File: config.mk
export PLATFORM = sky130hd
export DESIGN_NAME = dram_write_packer_flat
export DESIGN_NICKNAME = d
export VERILOG_FILES = /design/src/rtl/dram_write_packer_if.sv /design/src/rtl/dram_write_packer.sv /design/src/flat_wrapper.sv
export SDC_FILE = /design/constraint.sdc
export NUM_CORES = 1
export LEC_CHECK = 0
export CAP_MARGIN = 0
export CORE_UTILIZATION = 48
export DETAILED_ROUTE_END_ITERATION = 8
export HOLD_SLACK_MARGIN = 0.1
export PLACE_DENSITY = 0.77
export SLEW_MARGIN = 20
export SYNTH_ARGS = -nofsm -noshare
export SYNTH_HDL_FRONTEND = slang
export SYNTH_SLANG_ARGS = --single-unit
File: constraint.sdc
create_clock -name ACLK -period 2.7 [get_ports ACLK]
set_input_delay 0.54 -clock ACLK [delete_from_list [all_inputs] [get_ports ACLK]]
set_output_delay 0.54 -clock ACLK [all_outputs]
set_load 0.005 [all_outputs]
File: src/rtl/dram_write_packer_if.sv
// Bundle of the command, token, config and data handshakes around the DRAM
// write packer. The slave view is the packer; the master view is the
// surrounding logic (command/token source plus the AXI write master).
interface dram_write_packer_if #(
    parameter int IN_W = 8
) ();
    logic            CMD_VALID;
    logic            CMD_READY;
    logic [31:0]     CMD_ADDR;
    logic [31:0]     CMD_NBYTES;
    logic [IN_W-1:0] IN_DATA;
    logic            IN_VALID;
    logic            IN_READY;
    logic            OUT_CONFIG_VALID;
    logic            OUT_CONFIG_READY;
    logic [31:0]     OUT_CONFIG_START_ADDR;
    logic [31:0]     OUT_CONFIG_NBYTES;
    logic [63:0]     OUT_DATA;
    logic            OUT_VALID;
    logic            OUT_READY;
    logic            BUSY;

    modport master (
        output CMD_VALID, CMD_ADDR, CMD_NBYTES, IN_DATA, IN_VALID,
               OUT_CONFIG_READY, OUT_READY,
        input  CMD_READY, IN_READY, OUT_CONFIG_VALID, OUT_CONFIG_START_ADDR,
               OUT_CONFIG_NBYTES, OUT_DATA, OUT_VALID, BUSY
    );

    modport slave (
        input  CMD_VALID, CMD_ADDR, CMD_NBYTES, IN_DATA, IN_VALID,
               OUT_CONFIG_READY, OUT_READY,
        output CMD_READY, IN_READY, OUT_CONFIG_VALID, OUT_CONFIG_START_ADDR,
               OUT_CONFIG_NBYTES, OUT_DATA, OUT_VALID, BUSY
    );
endinterface

File: src/rtl/dram_write_packer.sv
// Packs a narrow token stream into 64-bit little-endian words for the AXI
// DRAM write master, rounds each frame up to whole 128-byte bursts, issues
// the config handshake and zero-pads the tail of the last burst.
module dram_write_packer #(
    parameter int IN_W = 8
) (
    input  logic               ACLK,
    input  logic               ARESETN,
    dram_write_packer_if.slave bus
);
    localparam int LANES  = 64 / IN_W;
    localparam int LANE_W = (LANES > 1) ? $clog2(LANES) : 1;
    localparam int TOK_SH = $clog2(IN_W / 8);
    localparam logic [LANE_W-1:0] LAST_LANE = LANE_W'(LANES - 1);

    localparam logic [1:0] S_IDLE   = 2'd0;
    localparam logic [1:0] S_CONFIG = 2'd1;
    localparam logic [1:0] S_PACK   = 2'd2;
    localparam logic [1:0] S_PAD    = 2'd3;

    logic [1:0]        state;
    logic [31:0]       addr_q;
    logic [31:0]       rnd_q;
    logic [31:0]       tok_left;
    logic [31:0]       words_left;
    logic [LANE_W-1:0] lane;
    logic [63:0]       asm_q;
    logic [63:0]       out_data_q;
    logic              out_valid_q;

    logic [32:0]       rnd_wide;
    logic [31:0]       tok_cmd;
    logic [31:0]       tok_nxt;
    logic [LANE_W-1:0] lane_nxt;
    logic [63:0]       word_next;
    logic [63:0]       load_data;
    logic              cmd_fire;
    logic              in_ready;
    logic              in_fire;
    logic              out_fire;
    logic              out_free;
    logic              word_done;
    logic              pack_load;
    logic              flush_load;
    logic              pad_load;
    logic              load;

    assign bus.CMD_READY             = (state == S_IDLE);
    assign bus.IN_READY              = in_ready;
    assign bus.OUT_CONFIG_VALID      = (state == S_CONFIG);
    assign bus.OUT_CONFIG_START_ADDR = addr_q;
    assign bus.OUT_CONFIG_NBYTES     = rnd_q;
    assign bus.OUT_DATA              = out_data_q;
    assign bus.OUT_VALID             = out_valid_q;
    assign bus.BUSY                  = (state != S_IDLE);

    // Command decode: token count (sub-token remainder dropped) and the
    // byte count rounded up to the next 128-byte burst boundary.
    assign tok_cmd  = bus.CMD_NBYTES >> TOK_SH;
    assign rnd_wide = ({1'b0, bus.CMD_NBYTES} + 33'd127) & ~33'd127;

    assign cmd_fire = bus.CMD_VALID && (state == S_IDLE);
    assign out_fire = out_valid_q && bus.OUT_READY;
    assign out_free = !out_valid_q || bus.OUT_READY;
    assign in_ready = (state == S_PACK) && (tok_left != 32'd0) &&
                      ((lane != LAST_LANE) || out_free);
    assign in_fire  = bus.IN_VALID && in_ready;

    // A word is complete on its top lane or on the frame's last token. A
    // last token in a lower lane may arrive while the output is stalled;
    // that partial word then waits in the assembly register (flush_load).
    assign word_done  = (lane == LAST_LANE) || (tok_left == 32'd1);
    assign pack_load  = in_fire && word_done && out_free;
    assign flush_load = (state == S_PACK) && (tok_left == 32'd0) &&
                        (lane != '0) && out_free;
    assign pad_load   = (state == S_PAD) && out_free &&
                        (out_valid_q ? (words_left > 32'd1) : (words_left != 32'd0));
    assign load       = pack_load || flush_load || pad_load;

    // Merge the incoming token into its lane of the assembly word.
    always_comb begin
        word_next = asm_q;
        word_next[int'(lane) * IN_W +: IN_W] = bus.IN_DATA;
    end

    // Select what enters the output register: zero pad, deferred partial
    // word, or the freshly completed word.
    always_comb begin
        if (state == S_PAD) begin
            load_data = '0;
        end else if (flush_load) begin
            load_data = asm_q;
        end else begin
            load_data = word_next;
        end
    end

    // Next-cycle token and lane counts, used by both counters and the FSM.
    always_comb begin
        tok_nxt = in_fire ? (tok_left - 32'd1) : tok_left;
        if (pack_load || flush_load) begin
            lane_nxt = '0;
        end else if (in_fire) begin
            lane_nxt = lane + 1'b1;
        end else begin
            lane_nxt = lane;
        end
    end

    // Frame control: state machine, latched command and progress counters.
    always_ff @(posedge ACLK) begin
        if (!ARESETN) begin
            state      <= S_IDLE;
            addr_q     <= '0;
            rnd_q      <= '0;
            tok_left   <= '0;
            words_left <= '0;
            lane       <= '0;
        end else begin
            lane <= lane_nxt;
            if (cmd_fire) begin
                addr_q     <= bus.CMD_ADDR;
                rnd_q      <= rnd_wide[31:0];
                tok_left   <= tok_cmd;
                words_left <= {3'b000, rnd_wide[31:3]};
            end else begin
                tok_left <= tok_nxt;
                if (out_fire) begin
                    words_left <= words_left - 32'd1;
                end
            end
            case (state)
                S_IDLE: begin
                    if (cmd_fire && (tok_cmd != 32'd0)) begin
                        state <= S_CONFIG;
                    end
                end
                S_CONFIG: begin
                    if (bus.OUT_CONFIG_READY) begin
                        state <= S_PACK;
                    end
                end
                default: begin
                    if (out_fire && (words_left == 32'd1)) begin
                        state <= S_IDLE;
                    end else if ((state == S_PACK) && (tok_nxt == 32'd0) &&
                                 (lane_nxt == '0)) begin
                        state <= S_PAD;
                    end
                end
            endcase
        end
    end

    // Data path: assembly register and single-entry output register.
    always_ff @(posedge ACLK) begin
        if (!ARESETN) begin
            asm_q       <= '0;
            out_data_q  <= '0;
            out_valid_q <= 1'b0;
        end else begin
            if (pack_load || flush_load) begin
                asm_q <= '0;
            end else if (in_fire) begin
                asm_q <= word_next;
            end
            if (load) begin
                out_data_q  <= load_data;
                out_valid_q <= 1'b1;
            end else if (out_fire) begin
                out_valid_q <= 1'b0;
            end
        end
    end
endmodule
File: src/flat_wrapper.sv
// flat-port wrapper written by rule: the top's interface ports become plain ports
module dram_write_packer_flat 
#(
    parameter int IN_W = 8
)
  (ACLK, ARESETN, bus_CMD_VALID, bus_CMD_ADDR, bus_CMD_NBYTES, bus_IN_DATA, bus_IN_VALID, bus_OUT_CONFIG_READY, bus_OUT_READY, bus_CMD_READY, bus_IN_READY, bus_OUT_CONFIG_VALID, bus_OUT_CONFIG_START_ADDR, bus_OUT_CONFIG_NBYTES, bus_OUT_DATA, bus_OUT_VALID, bus_BUSY);
  dram_write_packer_if #(.IN_W(IN_W)) bus_i ();
  input  logic ACLK;
  input  logic ARESETN;
  input wire logic [$bits(bus_i.CMD_VALID)-1:0] bus_CMD_VALID;
  input wire logic [$bits(bus_i.CMD_ADDR)-1:0] bus_CMD_ADDR;
  input wire logic [$bits(bus_i.CMD_NBYTES)-1:0] bus_CMD_NBYTES;
  input wire logic [$bits(bus_i.IN_DATA)-1:0] bus_IN_DATA;
  input wire logic [$bits(bus_i.IN_VALID)-1:0] bus_IN_VALID;
  input wire logic [$bits(bus_i.OUT_CONFIG_READY)-1:0] bus_OUT_CONFIG_READY;
  input wire logic [$bits(bus_i.OUT_READY)-1:0] bus_OUT_READY;
  output wire logic [$bits(bus_i.CMD_READY)-1:0] bus_CMD_READY;
  output wire logic [$bits(bus_i.IN_READY)-1:0] bus_IN_READY;
  output wire logic [$bits(bus_i.OUT_CONFIG_VALID)-1:0] bus_OUT_CONFIG_VALID;
  output wire logic [$bits(bus_i.OUT_CONFIG_START_ADDR)-1:0] bus_OUT_CONFIG_START_ADDR;
  output wire logic [$bits(bus_i.OUT_CONFIG_NBYTES)-1:0] bus_OUT_CONFIG_NBYTES;
  output wire logic [$bits(bus_i.OUT_DATA)-1:0] bus_OUT_DATA;
  output wire logic [$bits(bus_i.OUT_VALID)-1:0] bus_OUT_VALID;
  output wire logic [$bits(bus_i.BUSY)-1:0] bus_BUSY;
  assign bus_i.CMD_VALID = bus_CMD_VALID;
  assign bus_i.CMD_ADDR = bus_CMD_ADDR;
  assign bus_i.CMD_NBYTES = bus_CMD_NBYTES;
  assign bus_i.IN_DATA = bus_IN_DATA;
  assign bus_i.IN_VALID = bus_IN_VALID;
  assign bus_i.OUT_CONFIG_READY = bus_OUT_CONFIG_READY;
  assign bus_i.OUT_READY = bus_OUT_READY;
  assign bus_CMD_READY = bus_i.CMD_READY;
  assign bus_IN_READY = bus_i.IN_READY;
  assign bus_OUT_CONFIG_VALID = bus_i.OUT_CONFIG_VALID;
  assign bus_OUT_CONFIG_START_ADDR = bus_i.OUT_CONFIG_START_ADDR;
  assign bus_OUT_CONFIG_NBYTES = bus_i.OUT_CONFIG_NBYTES;
  assign bus_OUT_DATA = bus_i.OUT_DATA;
  assign bus_OUT_VALID = bus_i.OUT_VALID;
  assign bus_BUSY = bus_i.BUSY;
  dram_write_packer #(.IN_W(IN_W)) u_core (.ACLK(ACLK), .ARESETN(ARESETN), .bus(bus_i));
endmodule
Word-level counts from Yosys, hierarchy flattened
Index checks and enable logic that the tools add are counted.
- add/subtract/negate cells: 5
- $lt $le $gt $ge: 1
- eq/ne operators: 9
- shift operators: 2
- multiplexer cells: 17
- bitwise operators: 1
- reductions and logical operators: 37
- operator list (kind ; number):
    64-bit 2-to-1 mux ; 2
    32-bit nonzero test ; 3
    64-bit bitwise mux ; 1
    32-bit by 1-bit == test with 1-bit output (second input constant) ; 2
    32-bit logical NOT ; 2
    32-bit 2-to-1 mux ; 2
    8-bit by 33-bit variable shift with 64-bit output (first input constant) ; 1
    8-bit by 33-bit indexed part select with 64-bit output ; 1
    32-bit by 1-bit subtractor with 32-bit output (second input constant) ; 2
    29-bit 2-to-1 mux ; 2
    6-bit negator with 33-bit output ; 1
    32-bit by 7-bit adder with 32-bit output (second input constant) ; 1
    32-bit by 1-bit greater-than comparator with 1-bit output (second input constant) ; 1
    1-bit logical AND ; 16
    2-bit 2-to-1 mux ; 4
    3-bit 2-to-1 mux ; 2
    2-bit nonzero test ; 3
    1-bit logical OR ; 5
    2-bit == test (second input constant) ; 2
    2-bit case mux with 2 select lines ; 1
    4-bit nonzero test ; 1
    2-bit OR reduction ; 2
    3-bit by 1-bit adder with 3-bit output (second input constant) ; 1
    3-bit == test (second input constant) ; 1
    other kinds (11) ; 13
- bits in registers: 255
- input bits: 78
- output and inout bits: 133
- word-level logic and storage cells: 82

Depth between registers and ports, before layout
- depth after elaboration: 14
- depth in mapped cells: 12
- depth with buffers taken out: 9

Worst setup path after synthesis
No wires, ideal clock.
- path kind: flip-flop to flip-flop
- start: reg u_core.lane[0]
- end: reg u_core.out_data_q[17] (netlist: u_core.bus.OUT_DATA[17])
- library setup time: 0.128 ns
- arrival time: 2.816 ns
- data required time: 2.572 ns
- setup slack: -0.244 ns
- stages on the path, launching flop included: 10
- buffers on the path: 1
- path through: dfxtp_1 > clkbuf_1 > inv_1 > ha_1 > ha_1 > nand3b_1 > nor4_1 > mux2_2 > a22oi_1 > nor2_1
- word-level cells in the longest chain between the ends: 8
- RTL lines (element ; line ; source):
    start: declaration ; dram_write_packer.sv:26 ; logic [LANE_W-1:0] lane;
    start signal: assignment ; dram_write_packer.sv:120 ; lane <= lane_nxt;
    branches (longest 8 deep; another with 6-bit negator with 33-bit output) ; n/a ;
    end signal: assignment ; dram_write_packer.sv:168 ; out_data_q <= load_data;
    end: declaration ; dram_write_packer.sv:28 ; logic [63:0] out_data_q;
Parallel ways; which one is timed is not known.
A chain may end at the register's enable or synchronous reset.

Worst setup path after layout
- start: reg u_core.tok_left[20]
- end: reg u_core.state[0]
- word-level cells in the longest chain between the ends: 12
- RTL lines (element ; line ; source):
    start: declaration ; dram_write_packer.sv:24 ; logic [31:0] tok_left;
    start signal: assignment ; dram_write_packer.sv:124 ; tok_left <= tok_cmd;
    start signal: assignment ; dram_write_packer.sv:127 ; tok_left <= tok_nxt;
    branches (longest 9 deep; another with 32-bit by 1-bit subtractor with 32-bit output) ; n/a ;
    1-bit logical AND (*) ; dram_write_packer.sv:146 ; end else if ((state == S_PACK) && (tok_nxt == 32'd0) &&
    4-bit nonzero test (no line) (*) ; n/a ;
    3-bit AND reduction (no line) (*) ; n/a ;
    end signal: assignment ; dram_write_packer.sv:140 ; state <= S_PACK;
    end signal: assignment ; dram_write_packer.sv:145 ; state <= S_IDLE;
    end signal: assignment ; dram_write_packer.sv:148 ; state <= S_PAD;
    end: declaration ; dram_write_packer.sv:21 ; logic [1:0] state;
Mark *: on every way between the ends.

==> flow_metrics.py <==
metrics = {
    "run_status": {
        "status": "finished with violations",
        "violations": "setup timing",
    },
    "power_and_ir_drop": {
        "pwr-share-comb": 0.173,
        "leakage_uw": 0.006803,
        "power.internal_uw": 7115,
        "power_density_mw_per_mm2": 551.4,
        "seqPwrFrac": 0.414,
        "p_clk_frac": 0.413,
        "switchingPower_uw": 2593,
        "switching_share": 0.2671,
        "vdd_drop_max_mv": 0.4996,
    },
    "clock_network": {
        "cts_root_buffer": "clkbuf_16",
        "cts_tree": "built",
        "clockBufferDepth": 3,
        "cts-buffers-inserted": 28,
        "cts.sinks": 255,
        "htree_levels": 1,
        "clk_latency_ns": 0.58,
        "clkTransAtPathRegs_ns": 0.06,
    },
    "place": {
        "dp_slack_ns": -0.4640,
        "place.gp.congestion": 1.020,
        "dp_cells": 2022,
        "hpwl_um": 27450,
        "place_area_mm2": 0.01568,
        "port_buffers": 203,
    },
    "finish": {
        "layout-drive-gt1-share": 0.2534,
        "instances_no_fill": 2108,
        "layout_common_cells": "dfxtp_1, nor2_1, clkdlybuf4s50_1, buf_4, nand2_1",
        "synthToLayoutAreaGrowth_pct": 47.53,
        "final_common_cell": "dfxtp_1",
        "final_util": 0.7240,
        "fin_area_mm2": 0.01761,
        "nets": 1851,
        "n_antenna_cell": 0,
    },
    "setup_path": {
        "endpoint_kind": "flip-flop",
        "crit_end": "u_core.state[0]",
        "path_cells": "or4_4, buf_6, nor4b_4, buf_4, a31o_4, buf_6, nand3_1, a311oi_2, o2111ai_2, o41ai_2",
        "crit_start": "u_core.tok_left[20]",
        "startpoint_type": "flip-flop",
        "arrival_ns": 3.35,
        "required_ns": 3.19,
        "ff2ff_setup_slack_ns": -0.16,
        "path_depth": 10,
        "rr_startpoint": "u_core.tok_left[20]",
        "crit_path_max_fanout": 4,
        "crit_path_frequent_cell": "buf_6",
        "cpPeakStageDelay_ns": 0.55,
        "crit_type": "flip-flop to flip-flop",
        "slowest_stage": "or4_4",
        "crit-reg2reg-capture": "u_core.state[0]",
        "critPathTopFamily": "compound AO/OA/AOI/OAI gates",
        "worst-r2r-cell-count": 10,
        "path_buf_inv": 3,
    },
    "floorplanning": {
        "die_w_um": 159.7,
        "io_pins": 211,
        "fp-row-count": 57,
        "die_y_um": 159.7,
        "die_area_mm2": 0.02550,
        "core_mm2": 0.02432,
        "start_util": 0.4908,
    },
    "grt": {
        "grt_pass1_wl_um": 61310,
        "antenna_found_initial": 0,
        "grt_pass1_vias": 11660,
        "grt-ovfl-total": 0,
        "grt.total_usage": 0.2975,
        "grt_max_degree": 49,
    },
    "worst_hold_path": {
        "worstHoldPathType": "flip-flop to flip-flop",
    },
    "yosys": {
        "syn_inst": 1388,
        "yosysSeqAreaShare": 0.4277,
        "synth_top_cell_area_share": 0.4277,
        "async_flop_share": 0,
        "synth_cell_types": 66,
        "ys.flop_type": "dfxtp_1",
        "synth-edff-count": 0,
        "synth_area_mm2": 0.01194,
        "ys_warn_count": 0,
        "ys_top_cells_by_area": "dfxtp_1, nor2_1, mux2_2",
        "avgSynthCellArea_um2": 8.599,
        "ys_ff_latch": 255,
        "synth_area_leader_cell": "dfxtp_1",
    },
    "timing": {
        "tightest_slew_ns": 0.7955,
        "finalCritPeriodShare": 1.059,
        "maxSlewHeadroom": 0.4680,
        "period_minus_slack_ns": 2.859,
        "rsz0062_at_grt": "yes",
        "slew_viol_final": 0,
        "setup_tns_ns": -0.3310,
        "setup_viol": 12,
        "finalHoldViolCount": 0,
        "setup_slack_ns": -0.1595,
        "max_freq_ghz": 0.3497,
        "skew_ns": 0.05108,
    },
    "detailed_routing": {
        "drt_wl_total_um": 41600,
        "drc": 0,
        "viasPerCell": 5.713,
        "vias": 12040,
        "wire_per_inst_um": 19.74,
        "first_pass_iters": 6,
        "first_iter_violations": 984,
        "ant_nets": 0,
    },
    "run": {
        "drv_cap": 0,
    },
}
==> sequential cells by signal, indices dropped and copies added, names as in the netlist <==
register                          count
u_core.asm_q                         64
u_core.bus.OUT_CONFIG_NBYTES         25
u_core.bus.OUT_CONFIG_START_ADDR     32
u_core.bus.OUT_DATA                  64
u_core.bus.OUT_VALID                  1
u_core.lane                           3
u_core.state                          2
u_core.tok_left                      32
u_core.words_left                    32
==> through the flow <==
step | hold slack [ns] | total power [µW]
after floorplan | 0.4388 | 4802
after global placement | 0.4326 | 5586
after detailed placement | 0.4460 | 5604
after CTS | 0.4542 | 9644
after global routing | 0.4706 | 10040
final | 0.4505 | 9708
==> layout make-up <==
type | count | area [µm²]
clock buffers | 37 | 804.5
multi-input cells | 1019 | 6840
fillers | 1729 | 6711
flip-flops and latches | 255 | 5109
inverters | 21 | 81.33
repair buffers | 439 | 4197
clock inverters | 13 | 171.4
well taps | 324 | 405.4
==> cell usage after synthesis, drive strengths merged (13+ instances only) <==
cell type and instances:
mux2i 56, mux2 64, nor2 221, nor4 30, a22oi 57, inv 21
or3 14, xnor2 50, nand3 35, a21oi 88, dfxtp 255, clkbuf 67
o21ai 38, and2 13, xor2 21, nor3 41, buf 33, nand4 14
a211oi 22, nand2 124
==> cell families after synthesis <==
kind of cell | synth area share
buffers and inverters | 0.04508
flip-flops | 0.4277
other | 0.0003142
AND/OR/NAND/NOR | 0.2218
XOR/XNOR | 0.05210
AO/OA/AOI/OAI | 0.1362
multiplexers | 0.1073
adder cells (fa/ha/maj) | 0.009435
==> worst reg2reg max path, delay by kind of cell, from the launching register on <==
kind	cells	cell delay [ns]
buf+inv	3	0.44
flops	1	0.32
compound gates	4	1.07
simple gates	3	0.99
==> repair_timing <==
action | in CTS | in global routing
gates resized for setup | 34 | 83
setup buffers | 15 | 10
gates cloned | 1 | 11
pin swaps | 13 | 39
endpoints found under the setup margin | 54 | 98
hold buffers | 0 | 0
==> metal layers <==
metal,track usage,up-vias,part of all wire
li1,-,5638,-
met1,0.3758,5826,0.41
met2,0.5151,463,0.49
met3,0.03299,117,0.058
met4,0.1237,0,0.043
met5,0,-,0
==> worst min path at each step <==
stage	slack [ns]	startpoint	to	depth (start not counted)
after CTS	0.45	u_core.bus.OUT_DATA[3]	u_core.bus.OUT_DATA[3]	2
after global routing	0.47	u_core.bus.OUT_DATA[3]	u_core.bus.OUT_DATA[3]	2
after floorplan	0.44	u_core.bus.OUT_CONFIG_NBYTES[17]	u_core.bus.OUT_CONFIG_NBYTES[17]	2
after global placement	0.43	u_core.bus.OUT_CONFIG_NBYTES[17]	u_core.bus.OUT_CONFIG_NBYTES[17]	2
after detailed placement	0.45	u_core.bus.OUT_DATA[3]	u_core.bus.OUT_DATA[3]	2
final	0.45	u_core.bus.OUT_DATA[3]	u_core.bus.OUT_DATA[3]	2
==> power groups by stage <==
stage | clock (µW) | sequential, µW | combinational (µW)
final | 4010 | 4020 | 1680
after global routing | 4210 | 4030 | 1790
after CTS | 4050 | 4020 | 1580
after global placement | 0 | 4090 | 1500
after floorplan | 0 | 4100 | 700
after detailed placement | 0 | 4090 | 1510
Note: power is estimated with default switching activity, not from simulation.
